<file path="config.mk">
export PLATFORM = sky130hd
export DESIGN_NAME = counter_heap_sched
export DESIGN_NICKNAME = d
export VERILOG_FILES = /design/src/rtl/counter_heap_sched.sv
export SDC_FILE = /design/constraint.sdc
export NUM_CORES = 1
export LEC_CHECK = 0
export ABC_CLOCK_PERIOD_IN_PS = 4700
export CAP_MARGIN = 20
export CORE_ASPECT_RATIO = 0.75
export CORE_MARGIN = 3
export CORE_UTILIZATION = 57
export DETAILED_ROUTE_END_ITERATION = 8
export PLACE_DENSITY = 0.78
export SYNTH_ARGS = -nofsm -noshare
export SYNTH_HDL_FRONTEND = slang
export SYNTH_SLANG_ARGS = --single-unit
export TNS_END_PERCENT = 30
</file>
<file path="constraint.sdc">
create_clock -name Clk -period 4.7 [get_ports Clk]
set_clock_uncertainty 0.2 [all_clocks]
set_input_delay 0.94 -clock Clk [delete_from_list [all_inputs] [get_ports Clk]]
set_output_delay 0.94 -clock Clk [all_outputs]
set_load 0.1 [all_outputs]
</file>
<file path="src/rtl/counter_heap_sched.sv">
// counter_heap_sched: in-order update queue and decay scheduler in front of the 2-bit counter heap
module counter_heap_sched #(
  parameter int COUNTERPW = 5,
  parameter int COUNTERWIDE = 2,
  parameter int QDEPTH = 4,
  parameter int QPW = 2,
  parameter int ATTPERIOD = 1024,
  parameter int ATTCW = 16,
  parameter int ATTMAXWAIT = 8
) (
  input  logic                   Clk,
  input  logic                   Rest,
  input  logic                   Req0Valid,
  input  logic [COUNTERPW-1:0]   Req0Addr,
  input  logic [COUNTERWIDE-1:0] Req0Right,
  output logic                   Req0Ready,
  input  logic                   Req1Valid,
  input  logic [COUNTERPW-1:0]   Req1Addr,
  input  logic [COUNTERWIDE-1:0] Req1Right,
  output logic                   Req1Ready,
  input  logic                   AttenEnable,
  output logic [COUNTERPW-1:0]   UpAddr,
  output logic                   UpdateAble,
  output logic [COUNTERWIDE-1:0] RightOrFault,
  output logic                   Attenuation,
  output logic [QPW:0]           QueueCount,
  output logic                   Busy
);
  localparam int CW = QPW + 1;
  localparam int WW = $clog2(ATTMAXWAIT + 1);
  logic [COUNTERPW-1:0] q_addr [QDEPTH];
  logic [COUNTERWIDE-1:0] q_right [QDEPTH];
  logic [QPW-1:0] rd_ptr;
  logic [QPW-1:0] wr_ptr;
  logic [CW-1:0] count;
  logic [ATTCW-1:0] per_cnt;
  logic [WW-1:0] wait_cnt;
  logic att_pending;
  logic push0;
  logic push1;
  logic issue;
  logic pop;
  logic expire;
  always_comb begin
    Req0Ready = count < CW'(QDEPTH);
    Req1Ready = (count <= CW'(QDEPTH - 2)) || (count == CW'(QDEPTH - 1) && !Req0Valid);
    push0 = Req0Valid && Req0Ready;
    push1 = Req1Valid && Req1Ready;
    issue = att_pending && (count == '0 || wait_cnt == WW'(ATTMAXWAIT));
    pop = count != '0 && !issue;
    expire = per_cnt == ATTCW'(ATTPERIOD - 1);
    QueueCount = count;
    Busy = count != '0 || att_pending;
  end
  always_ff @(posedge Clk) begin
    if (push0) begin
      q_addr[wr_ptr] <= Req0Addr;
      q_right[wr_ptr] <= Req0Right;
    end
    if (push1) begin
      q_addr[wr_ptr + QPW'(push0)] <= Req1Addr;
      q_right[wr_ptr + QPW'(push0)] <= Req1Right;
    end
  end
  always_ff @(posedge Clk) begin
    if (Rest) begin
      rd_ptr <= '0;
      wr_ptr <= '0;
      count <= '0;
      per_cnt <= '0;
      wait_cnt <= '0;
      att_pending <= 1'b0;
      UpAddr <= '0;
      RightOrFault <= '0;
      UpdateAble <= 1'b0;
      Attenuation <= 1'b0;
    end else begin
      wr_ptr <= wr_ptr + QPW'(push0) + QPW'(push1);
      rd_ptr <= rd_ptr + QPW'(pop);
      count <= count + CW'(push0) + CW'(push1) - CW'(pop);
      UpdateAble <= pop;
      Attenuation <= issue;
      if (pop) begin
        UpAddr <= q_addr[rd_ptr];
        RightOrFault <= q_right[rd_ptr];
      end
      if (!AttenEnable) begin
        per_cnt <= '0;
        wait_cnt <= '0;
        att_pending <= 1'b0;
      end else begin
        per_cnt <= expire ? '0 : per_cnt + ATTCW'(1);
        wait_cnt <= issue ? '0 : wait_cnt + WW'(att_pending);
        att_pending <= !issue && (att_pending || expire);
      end
    end
  end
endmodule

</file>
== Word-level counts from Yosys, hierarchy flattened ==
Memories as Yosys holds them, arrays and structs flattened. A register that Yosys moved wholly into a read port is not among the register bits.
Index checks and enable logic that the tools add are counted.

* Register bits after elaboration: 30
* Bits in latches: 0
* RAM bits: 28
* Bits in read-only memories: 0
* Output and inout bits: 15
* Word-level logic and storage cells: 45
* Memories kept: 2

{| class="wikitable"
|+ Memory list
! name !! depth !! width !! rd ports !! clocked after memory_dff !! wr ports !! RTL line !! RTL
|-
| q_addr || 4 || 5 || 1 || 1 || 2 || 31 || <nowiki>logic [COUNTERPW-1:0] q_addr [QDEPTH];</nowiki>
|-
| q_right || 4 || 2 || 1 || 1 || 2 || 32 || <nowiki>logic [COUNTERWIDE-1:0] q_right [QDEPTH];</nowiki>
|}

* Add/subtract/negate cells: 8
* $mul: 0
* Div/mod/pow operators: 0
* $lt $le $gt $ge: 2
* Equal/unequal tests: 3
* Shift operators: 0
* Muxes and demuxes: 4
* Bitwise logic cells: 1
* Reductions and logical operators: 17

{| class="wikitable"
|+ Operator list
! cell !! number
|-
| $add 16x1->16 const B || 1
|-
| $eq 16x10->1 const B || 1
|-
| $add 2x1->2 || 3
|-
| $add 3x1->3 || 2
|-
| $logic_and 1x1->1 || 6
|-
| $reduce_or 3->1 || 2
|-
| $add 4x1->4 || 1
|-
| $eq 4x4->1 const B || 1
|-
| $logic_or 1x1->1 || 4
|-
| $mux 1 || 4
|-
| $eq 3x2->1 const B || 1
|-
| $le 3x2->1 const B || 1
|-
| $logic_not 3->1 || 1
|-
| $lt 3x3->1 const B || 1
|-
| $reduce_bool 3->1 || 1
|-
| $sub 3x1->3 || 1
|-
| $logic_not 1->1 || 2
|-
| $reduce_or 2->1 || 1
|-
| $not 1->1 || 1
|}

== Logic depth before layout (Yosys ltp) ==
* Word-level depth: 6
* Depth in mapped cells: 11
* Mapped depth without buffers: 10

== Least setup slack after synthesis ==
Ideal clock, no wire load.

* Kind: register to register
* From: register count[2], in the netlist QueueCount[2]
* To: register count[1], in the netlist QueueCount[1]
* Setup time: 0.114 ns
* Data arrival time: 4.033 ns
* Data required time: 4.386 ns
* Path slack: 0.353 ns
* Cell stages (with the launch flop): 10
* Path buffers: 0
* Clock period less this slack: 4.347 ns
* Cells stage by stage: dfxtp_1 -> inv_1 -> ha_1 -> a21oi_2 -> or2_2 -> nand2_1 -> fa_1 -> inv_1 -> fa_1 -> nor2b_1

* Elaborated cells between the ends (all ways): 16
* Classes of those cells: add/sub (3); order compare (2); eq/ne (1); reduce/logical (10)

{| class="wikitable"
|+ RTL lines
! element !! RTL line !! RTL
|-
| start: declaration || 35 || <nowiki>logic [CW-1:0] count;</nowiki>
|-
| start signal: assignment || 80 || <nowiki>count <= count + CW'(push0) + CW'(push1) - CW'(pop);</nowiki>
|-
| $lt 3x3->1 || 45 || <nowiki>Req0Ready = count < CW'(QDEPTH);</nowiki>
|-
| net Req0Ready || 16 || <nowiki>output logic Req0Ready,</nowiki>
|-
| $logic_and 1x1->1 || 47 || <nowiki>push0 = Req0Valid && Req0Ready;</nowiki>
|-
| $add 3x1->3 (2 in series) || 80 ||
|-
| $sub 3x1->3 || 80 ||
|}

The timed path passes the listed nets, and every way through them passes these cells.
A chain may end at the register's enable or synchronous reset.

== Final worst setup path ==
* From: input Req0Valid
* To: output Req1Ready

* Cells in the longest elaborated chain, start to end: 3

{| class="wikitable"
|+ RTL lines
! element !! RTL line !! RTL
|-
| start: declaration || 13 || <nowiki>input logic Req0Valid,</nowiki>
|-
| $logic_not 1->1 || 46 || <nowiki>Req1Ready = (count <= CW'(QDEPTH - 2)) || (count == CW'(QDEPTH - 1) && !Req0Valid);</nowiki>
|-
| $logic_and 1x1->1 || 46 ||
|-
| $logic_or 1x1->1 || 46 ||
|-
| end: declaration || 20 || <nowiki>output logic Req1Ready,</nowiki>
|}

Every way passes these cells.

==> results.yml <==
outcome:
  status: "finished, final reports clean"
routing:
  drt_iter0_drc: 69
  vias: 1923
  firstDrtPassIters: 4
  avgViaCountPerCell: 5.312
  routed_wl_mm: 5.685
  drc_errors: 0
  drtAntennaViolNets: 0
  drt-wirelength-per-cell_microns: 15.70
synthesis:
  synth_nets: 275
  synth_area_sq_um: 3033
  ys_seq_area_share_pct: 52.15
  synthTopCellsByArea: "edfxtp_1 (28%), dfxtp_1 (24%), mux2_2 (10%)"
  synth_edf_count: 28
  synth_top_family_by_area: "multiplexers"
  yosys-mux-area-fraction_pct: 17.90
  yosys.area.top_type_share_pct: 27.72
  avgSynthCellArea_sq_um: 12.33
  synth_top_area_cell: "edfxtp_1"
  synth_fa_ha_area_share_pct: 4.620
  synth-xor-area-share_pct: 6.023
  netlist_instances: 246
  ys.flop_type: "dfxtp_1"
  synthSimpleGateAreaFrac_pct: 13.20
  async_flop_share_pct: 0
  synth_seq_cells: 65
  synth.distinct_cells: 38
  synth_compound_area_share_pct: 3.960
  ys_warn_count: 0
timing:
  final-setup-viol-count: 0
  rsz0062_at_grt: "no"
  worst_slack_ns: 1.233
  clock.fmax_mhz: 288.4
  slew_violations: 0
  relSlewSlack_pct: 31.45
  fin_crit_sh_pct: 73.76
  max_slew.worst_pin.slew_ns: 1.018
  fin_crit_ns: 3.467
  tns_ns: 0
  hold_viol: 0
die:
  fp.dieH_microns: 69.17
  core-area_sq_um: 5010
  die-area_sq_um: 6241
  dieWidth_microns: 90.23
  num_io_pins: 34
  fp-row-count: 22
  start_util_pct: 60.54
global_routing:
  grt_start_max_net_pins: 18
  grt_pass1_wl_mm: 9.494
  grt-ovfl-total: 0
  grt_pass1_vias: 1878
  grt_usage_pct: 19.70
  grt_antenna_before_repair: 0
place:
  dpl.cell_count: 346
  place_ws_ns: 1.148
  place_congestion: 0.8043
  port_buffers: 33
  dp_hpwl_mm: 4.120
job:
  cap_violations: 0
power_and_ir_drop:
  p_per_area_nw_per_um2: 662.7
  total_power_uw: 2385
  p_leak_uw: 0.001298
  ir_worst_vdd_uv: 334.9
worst_setup_path:
  required_ns: 3.56
  worst-path-max-fanout: 5
  critPathArrivalTime_ns: 2.33
  crit_path_start_kind: "primary input"
  endpoint_kind: "primary output"
  crit_type: "in2out"
cells_and_area:
  regArea_sq_um: 1582
  multi_input_comb_area_sq_um: 1386
  area_delta_synth_final_pct: 18.65
  finalNetCount: 315
  antenna_cells: 0
  instances_no_fill: 362
  fill_cells: 378
  drive_above_1_share_pct: 20.69
cts:
  cts_setup_buffers: 0
  clk_latency_ns: 0.33
  cts_resized: 0
  clkSlewWorstSetupHoldPaths_ns: 0.06
  cts_hold_buf: 0
  cts.path.max_buffers: 2
  cts_made_buffers: 9
  h-tree-depth: 3
  cts_tree: "built"
  cts.sinks: 65
  cts-root-buf: "clkbuf_8"
min_path:
  hp-class: "reg2reg"
## worst max-delay path, cell delays in order
cell and delay [ns]:
clkdlybuf4s50_1 0.42, nand2b_1 0.17, a21oi_2 0.31, or2_2 0.20, buf_4 0.28
## report_power, final
group / switching (uW) / leakage [uW] / internal, uW / total (uW)
Clock: 192 / 0.0000838 / 219 / 410
Combinational: 742 / 0.000653 / 380 / 1120
Sequential: 92.6 / 0.000561 / 760 / 852
## synthesized netlist by cell type, types with 2 or more instances
| master | count |
|---|---|
| ha_1 | 8 |
| and3_1 | 2 |
| o21ai_2 | 2 |
| edfxtp_1 | 28 |
| mux4_2 | 7 |
| o2111ai_2 | 2 |
| nor3_1 | 5 |
| xor2_1 | 2 |
| fa_1 | 2 |
| nand3_1 | 6 |
| nor2b_1 | 6 |
| nor4_1 | 4 |
| nor2_1 | 35 |
| a21oi_2 | 2 |
| inv_1 | 11 |
| clkbuf_1 | 3 |
| nand4_1 | 2 |
| o21ai_0 | 3 |
| nand2_1 | 12 |
| mux2i_1 | 7 |
| mux2_2 | 28 |
| xnor2_1 | 17 |
| dfxtp_1 | 37 |
## cells in the final DEF (no fill, tap or decap), drive strengths merged, types with 2 or more instances in the layout
cell type	n
mux2i	7
mux2	28
ha	8
nand2	12
a21oi	3
fa	2
nand4	3
nor4	4
nor2b	6
edfxtp	28
and3	3
mux4	7
clkdlybuf4s50	32
nand3	7
dfxtp	37
o21ai	5
xor2	3
inv	11
nor2	35
o2111ai	2
xnor2	17
clkbuf	16
nor3	5
## cells by family after synthesis
logic type	after synthesis
simple gates	81
flops	65
mux	42
xor+xnor	20
buf+inv	16
compound gates	12
fa+ha+maj	10
## metal layers
| layer | track usage, % | part of all wire [%] |
|---|---|---|
| met1 | 28.24 | 49 |
| met2 | 27.98 | 44 |
| met3 | 7.484 | 5.8 |
| met4 | 5.603 | 1.1 |
| met5 | 0 | 0 |
## through the flow
stage	instance area, sq um	util (%)	hold slack [ns]
finish	3598	71.83	0.2691
global route	3598	71.83	0.3197
CTS	3593	71.73	0.2689
detailed placement	3427	68.41	0.2538
global placement	3427	68.41	0.2451
floorplan	3033	-	0.2302
## path summary, 6_finish.rpt
kind,startpoint,end,slack [ns],depth (start not counted)
worst max register to register,wait_cnt[1]$_SDFF_PP0_,QueueCount[1]$_SDFF_PP0_,1.94,7
worst max-delay path,Req0Valid,Req1Ready,1.23,5
worst min register to register,per_cnt[0]$_SDFF_PP0_,per_cnt[0]$_SDFF_PP0_,0.27,1
worst min-delay path,per_cnt[0]$_SDFF_PP0_,per_cnt[0]$_SDFF_PP0_,0.27,1
## cell type report
type / count / share of cell area, %
Clock buffer: 15 / 4.624
Multi-Input combinational cell: 165 / 38.53
Timing Repair Buffer: 34 / 9.249
Sequential cell: 65 / 43.95
Tap cell: 72 / 2.503
Inverter: 11 / 1.147
## state kept, by name, summed over array words and instances (netlist names), 3 cells and up
signal and flops:
q_addr 20, UpAddr 5, per_cnt 16, wait_cnt 4, q_right 8, QueueCount 3
No activity file was read; power rests on OpenSTA's default activity.
